===== src/rtl/pipe_latch_elastic_if.sv =====
// Handshake bundle for the elastic pipeline register: upstream push side and
// downstream pop side.
// Valid/ready: a beat transfers on a rising edge where valid & ready are both 1;
// valid never depends on ready, but in_ready may depend on out_ready.
interface pipe_latch_elastic_if #(
  parameter int WIDTH = 32
);
  logic             in_valid;
  logic             in_ready;
  logic [WIDTH-1:0] data_in;
  logic             out_valid;
  logic             out_ready;
  logic [WIDTH-1:0] data_out;

  modport master (
    output in_valid, data_in, out_ready,
    input  in_ready, out_valid, data_out
  );

  modport slave (
    input  in_valid, data_in, out_ready,
    output in_ready, out_valid, data_out
  );
endinterface


===== src/rtl/pipe_latch_elastic.sv =====
// Elastic pipeline register: DEPTH-entry circular buffer between two stages,
// steered by the 2-bit stage control (run, hold, flush, drain).
module pipe_latch_elastic #(
  parameter int WIDTH = 32,
  parameter int DEPTH = 2,
  localparam int PW = (DEPTH > 1) ? $clog2(DEPTH) : 1,
  localparam int CW = $clog2(DEPTH + 1)
) (
  input  logic                 clk,
  input  logic                 rst,
  input  logic [1:0]           ctr,
  pipe_latch_elastic_if.slave  bus,
  output logic [CW-1:0]        count,
  output logic                 full,
  output logic                 empty
);

  typedef enum logic [1:0] {
    RUN   = 2'b00,
    HOLD  = 2'b01,
    FLUSH = 2'b10,
    DRAIN = 2'b11
  } mode_t;

  localparam logic [CW-1:0] DEPTH_C = CW'(DEPTH);
  localparam logic [PW-1:0] LAST    = PW'(DEPTH - 1);

  mode_t            mode;
  logic [WIDTH-1:0] mem [DEPTH];
  logic [PW-1:0]    wp;
  logic [PW-1:0]    rp;
  logic [CW-1:0]    cnt;
  logic             in_ready;
  logic             out_valid;
  logic             push;
  logic             pop;

  assign mode  = mode_t'(ctr);
  assign full  = (cnt == DEPTH_C);
  assign empty = (cnt == '0);
  assign count = cnt;

  // Control is not registered: a mode change gates the handshake this cycle.
  // In RUN a full buffer still accepts when the head leaves in the same cycle.
  always_comb begin
    in_ready  = 1'b0;
    out_valid = 1'b0;
    unique case (mode)
      RUN: begin
        in_ready  = !full | bus.out_ready;
        out_valid = !empty;
      end
      DRAIN:   out_valid = !empty;
      default: ;
    endcase
  end

  assign push          = bus.in_valid & in_ready;
  assign pop           = out_valid & bus.out_ready;
  assign bus.in_ready  = in_ready;
  assign bus.out_valid = out_valid;
  assign bus.data_out  = mem[rp];

  always_ff @(posedge clk or negedge rst) begin
    if (!rst) begin
      wp  <= '0;
      rp  <= '0;
      cnt <= '0;
      for (int i = 0; i < DEPTH; i++) mem[i] <= '0;
    end else if (mode == FLUSH) begin
      // Storage keeps its stale contents; only the bookkeeping is cleared.
      wp  <= '0;
      rp  <= '0;
      cnt <= '0;
    end else begin
      if (push) begin
        mem[wp] <= bus.data_in;
        wp      <= (wp == LAST) ? '0 : wp + 1'b1;
      end
      if (pop) rp <= (rp == LAST) ? '0 : rp + 1'b1;
      if (push && !pop)      cnt <= cnt + 1'b1;
      else if (pop && !push) cnt <= cnt - 1'b1;
    end
  end

endmodule


===== src/flat_wrapper.sv =====
// flat-port wrapper written by rule: the top's interface ports become plain ports
module pipe_latch_elastic_flat 
#(
  parameter int WIDTH = 32,
  parameter int DEPTH = 2,
  localparam int PW = (DEPTH > 1) ? $clog2(DEPTH) : 1,
  localparam int CW = $clog2(DEPTH + 1)
)
  (clk, rst, ctr, count, full, empty, bus_in_valid, bus_data_in, bus_out_ready, bus_in_ready, bus_out_valid, bus_data_out);
  pipe_latch_elastic_if #(.WIDTH(WIDTH)) bus_i ();
  input  logic clk;
  input  logic rst;
  input  logic [1:0] ctr;
  output logic [CW-1:0] count;
  output logic full;
  output logic empty;
  input wire logic [$bits(bus_i.in_valid)-1:0] bus_in_valid;
  input wire logic [$bits(bus_i.data_in)-1:0] bus_data_in;
  input wire logic [$bits(bus_i.out_ready)-1:0] bus_out_ready;
  output wire logic [$bits(bus_i.in_ready)-1:0] bus_in_ready;
  output wire logic [$bits(bus_i.out_valid)-1:0] bus_out_valid;
  output wire logic [$bits(bus_i.data_out)-1:0] bus_data_out;
  assign bus_i.in_valid = bus_in_valid;
  assign bus_i.data_in = bus_data_in;
  assign bus_i.out_ready = bus_out_ready;
  assign bus_in_ready = bus_i.in_ready;
  assign bus_out_valid = bus_i.out_valid;
  assign bus_data_out = bus_i.data_out;
  pipe_latch_elastic #(.WIDTH(WIDTH), .DEPTH(DEPTH)) u_core (.clk(clk), .rst(rst), .ctr(ctr), .bus(bus_i), .count(count), .full(full), .empty(empty));
endmodule

===== config.mk =====
export PLATFORM = sky130hd
export DESIGN_NAME = pipe_latch_elastic_flat
export DESIGN_NICKNAME = d
export VERILOG_FILES = /design/src/rtl/pipe_latch_elastic_if.sv /design/src/rtl/pipe_latch_elastic.sv /design/src/flat_wrapper.sv
export SDC_FILE = /design/constraint.sdc
export NUM_CORES = 1
export LEC_CHECK = 0
export BUFFER_PORTS_ARGS = -buffer_cell sky130_fd_sc_hd__buf_2
export CAP_MARGIN = 20
export CELL_PAD_IN_SITES_DETAIL_PLACEMENT = 0
export CELL_PAD_IN_SITES_GLOBAL_PLACEMENT = 2
export CORE_ASPECT_RATIO = 0.5
export CORE_UTILIZATION = 35
export DETAILED_ROUTE_END_ITERATION = 8
export PLACE_DENSITY_LB_ADDON = 0.1
export SLEW_MARGIN = 20
export SYNTH_ARGS = -nofsm -noshare
export SYNTH_HDL_FRONTEND = slang
export SYNTH_SLANG_ARGS = --single-unit

===== constraint.sdc =====
create_clock -name clk -period 2.2 [get_ports clk]
set_input_delay 0.44 -clock clk [delete_from_list [all_inputs] [get_ports clk]]
set_output_delay 0.44 -clock clk [all_outputs]
set_load 0.005 [all_outputs]

======== Yosys cells after proc, flatten, opt, wreduce, memory -nomap -nowiden ========
Index checks and enable logic that the tools add are counted.
operators by class
  add/subtract/negate cells ............... 4
  reductions and logical operators ........ 14
  eq/ne operators ......................... 3
  bitwise operators ....................... 6
  order comparisons ....................... 3
  muxes and demuxes ....................... 17
operators by type and width
  cell                   number
  $mux W32               4
  $bwmux W64             1
  $demux W32 S1          1
  $mux W1                8
  $eq A2 B2 Y1 const B   3
  $mux W2                3
  $ge A2 B2 Y1 const B   2
  $logic_not A1 Y1       4
  $logic_not A2 Y1       2
  $not A1 Y2             2
  $reduce_bool A2 Y1     2
  $logic_and A1 B1 Y1    3
  $reduce_bool A3 Y1     1
  $add A1 B1 Y1 const B  2
  $add A2 B1 Y2 const B  1
  $and A1 B1 Y1          2
  $lt A2 B1 Y1 const B   1
  $reduce_and A2 Y1      1
  $reduce_or A2 Y1       1
  $sub A2 B1 Y2 const B  1
  $not A1 Y1             1
  $or A1 B1 Y1           1
storage, ports and cells
  output and inout port bits .............. 38
  logic and storage cells ................. 52
  flip-flop bits (word level) ............. 68
  input bits .............................. 38

======== Longest topological paths before layout ========
  depth after elaboration ................. 10
  gate-level depth with buffers ........... 9
  gate-level depth less buffers ........... 9

======== Worst setup path before layout ========
No wires, ideal clock.
  kind .................................... input port to flip-flop
  start point ............................. in ctr[0]
  end point ............................... reg u_core.mem[32] (netlist bit)
  required time ........................... 2.075 ns
  setup slack ............................. 0.264 ns
  path buffers ............................ 2
  cell stages on the path ................. 6
  setup time .............................. 0.125 ns
  data arrival time ....................... 1.811 ns
  cell sequence ........................... inv_1 ha_1 or4_1 buf_2 buf_6 mux2_4
on the way
  word-level cells in the longest chain between the ends .. 4
  elaborated cells on any way between the ends .. 6
  classes of those cells .................. eq/ne: 1; mux: 1; bitwise: 2; reduce/logical: 2
ends and longest elaborated chain
  what                                  RTL line                  RTL
  from (decl)                           flat_wrapper.sv:13        input logic [1:0] ctr;
  $logic_not A2 Y1                      pipe_latch_elastic.sv:48  unique case (mode)
  $mux W1                               pipe_latch_elastic.sv:48
  $and A1 B1 Y1                         pipe_latch_elastic.sv:58  assign push = bus.in_valid & in_ready;
  $reduce_and A2 Y1 (no source line) *  -
  to (signal, indexed assignment)       pipe_latch_elastic.sv:77  mem[wp] <= bus.data_in;
  to (decl)                             pipe_latch_elastic.sv:29  logic [WIDTH-1:0] mem [DEPTH];
Every way passes the cells marked *; elsewhere a longest branch is shown, timed or not.
A chain may end at the register's enable or synchronous reset.

======== Worst setup path in the final report ========
  start point ............................. reg u_core.cnt[1] (netlist: u_core.count[1])
  end point ............................... reg u_core.mem[48] (netlist bit)
on the way
  word-level cells in the longest chain between the ends .. 6
ends and longest elaborated chain
  what                                RTL line                  RTL
  from (decl)                         pipe_latch_elastic.sv:32  logic [CW-1:0] cnt;
  from (signal assigned)              pipe_latch_elastic.sv:81  if (push && !pop) cnt <= cnt + 1'b1;
  from (signal assigned)              pipe_latch_elastic.sv:82  else if (pop && !push) cnt <= cnt - 1'b1;
  $eq A2 B2 Y1                        pipe_latch_elastic.sv:39  assign full = (cnt == DEPTH_C);
  $logic_not A1 Y1                    pipe_latch_elastic.sv:50  in_ready = !full | bus.out_ready;
  $or A1 B1 Y1                        pipe_latch_elastic.sv:50
  $mux W1                             pipe_latch_elastic.sv:48
  $and A1 B1 Y1                       pipe_latch_elastic.sv:58
  $reduce_and A2 Y1 (no source line)  -
Every way passes these cells.

==> results.cfg <==
[power]
p_clk_frac = 0.254
p_int_mw = 3.69
power.switching_mw = 1.36
leakage_nw = 2.00
pwr-share-seq = 0.401
swShare = 0.270
pwr-share-comb = 0.345
p_per_area_nw_per_um2 = 1270
ir_drop_mv = 0.433

[cells_and_area]
area_growth_pct = 26.9
nNetsFinal = 329
diodes = 0
fin_area_sq_um = 3980
fillers = 764
drive_above_1_share = 0.666

[synthesis]
netlist-cell-type-count = 21
avgSynthCellArea_sq_um = 15.5
synth_top_area_frac = 0.542
muxShareOfSynthArea = 0.379
synth-simple-area-share = 0.0239
netlist_area_sq_um = 3140
synth_top_family_by_area = multiplexers
ys_seq_elements = 68
yosys_warnings = 0
synthXorXnorAreaFrac = 0.00558
synthesis.nets = 244
synth_compound_area_frac = 0.0104
synth_fa_ha_area_frac = 0.0120
yosysTopAreaCell = dfrtp_1
yosysSeqAreaShare = 0.542
syn_inst = 203
synth_top_cells_by_area = dfrtp_1 (54%), mux2_2 (23%), mux2_4 (14%)

[floorplan]
ios = 76
die_w_um = 136
dieHeight_um = 69.0
rows = 23
core_sq_um = 8350
dieArea_sq_um = 9370
initial_core_util = 0.376

[global_route]
overflow = 0
grt_pass1_vias = 2095
antenna_found_initial = 0
grt_first_pass_wirelength_um = 10600
grt_max_degree = 28
grtUsageTotal = 0.155

[clock_network]
post_cts_buffers = 0
cts_root_buf = clkbuf_16
hold_buffers = 0
cts_resized = 0
clock-sinks = 68
cts.clk_slew.worst_paths_ps = 50
clk_latency_ps = 320
cts_max_level = 3
cts_made_buffers = 9
clk_path_buf_depth = 2
cts_tree = yes

[detailed_routing]
avgViaCountPerCell = 4.75
drt_iter0_drc = 45
drc = 0
firstDrtPassIters = 4
wl_per_cell_um = 15.7
routed_wl_um = 6310
route.vias.total = 1910
ant_nets = 0

[timing]
setup-tns-final_ps = 0
slew_headroom = 0.627
hold_viol = 0
drv_slew = 0
finalCritPeriodShare = 0.897
clock.fmax_mhz = 507
finClkSkew_ps = 7.46
tightest_slew_ps = 559
fin_crit_ps = 1970
rsz0062_at_grt = no
setup_violations = 0

[worst_hold_path]
hold_path.class = in2async

[worst_setup_path]
crit_path_cell_trace = nor3b_2 > or4_2 > buf_12 > mux2_4
max_stage_delay_ps = 700
start_kind = flip-flop
cpMaxStageDelayCell = or4_2
r2r_start = u_core.count[1]
cp_max_fo = 15
startpoint = u_core.count[1]
worst_ep_required_time_ps = 2400
endpoint_kind = flip-flop
arrival_ps = 2180
critical_path_class = reg2reg

[place]
place_congestion = 0.666
placed_cell_area_sq_um = 3720
place.port_buffers = 75
hpwl_um = 4440

[outcome]
outcome = complete, no violations

[run]
maxCapViolations = 0
==> per-layer routing <==
| metal | vias to the layer above | GRT usage | wire length, um |
|---|---|---|---|
| li1 | 892 | - | - |
| met1 | 959 | 0.185 | 2930 |
| met2 | 48 | 0.259 | 2880 |
| met3 | 11 | 0.0577 | 407 |
| met4 | 0 | 0.0583 | 84 |
| met5 | - | 0 | 0 |
==> critical path: cells and delay by family, from the launching register on <==
family                 cells  cell delay, ps
buffers and inverters      1             210
AND/OR/NAND/NOR            2             900
flip-flops                 1             420
multiplexers               1             310
==> stage by stage <==
step	utilization	hold slack [ps]	setup WS, ps	power (mW)	cells
final	0.477	108	227	5.05	402
after global routing	0.477	137	148	5.43	402
after CTS	0.477	115	213	5.13	402
after detailed placement	0.445	463	36.9	3.81	389
after global placement	0.445	460	51.5	3.75	389
after floorplan	-	144	264	3.13	203
==> power groups by stage <==
stage               registers, mW  logic, mW  clock network (mW)
finish                       2.02       1.74                1.28
global route                 2.10       1.93                1.40
CTS                          2.02       1.78                1.32
detailed placement           2.04       1.77                   0
global placement             2.01       1.75                   0
floorplan                    1.95       1.18                   0
==> final cells by class <==
class	instances	area, sq um	area share
sequential	68	1700	0.427
multi-input combinational	120	1360	0.341
timing repair buffer	85	500	0.126
clock buffer	11	253	0.0635
tap	112	140	0.0352
inverter	4	15.0	0.00377
clock inverter	2	12.5	0.00314
==> synth_stat cells (all sizes together) <==
cell type and instances:
nor2b 2, buf 7, mux2 96, dfrtp 68
a21oi 2, nor2 3, nor3 1, nor3b 1
nand2b 1, o21ai 3, clkbuf 4, ha 3
or4 1, o21bai 1, xor2 2, or3 2
nand2 2, inv 4
==> path summary, 6_finish.rpt <==
path,end,slack (ps),cells after the start
worst max-delay path,u_core.mem[48],230,4
worst min-delay path,u_core.mem[54],110,1
worst max register to register,u_core.mem[48],230,4
worst min register to register,u_core.mem[30],480,1
max in group asynchronous,u_core.mem[19],1540,2
min in group clk,u_core.mem[7],350,2
==> cell usage in the layout, fill, tap and decap left out, types with 4 or more instances in the layout <==
cell type   n
dfrtp_1    68
mux2_1      4
mux2_4     29
clkbuf_16   9
buf_12      4
mux2_2     63
buf_4       6
inv_1       4
buf_2      75
==> sequential cells by signal, indices dropped and copies added, names as in the netlist <==
signal        flops
u_core.mem       64
u_core.rp         1
u_core.wp         1
u_core.count      2
==> cells by family after synthesis <==
| logic type | count (synthesis) |
|---|---|
| xor gates and xnor gates | 2 |
| AOI/OAI and AO/OA | 6 |
| and+or+nand+nor | 13 |
| buffers and inverters | 15 |
| muxes | 96 |
| adders and majority gates | 3 |
| DFF | 68 |
Note: power is estimated with default switching activity, not from simulation.
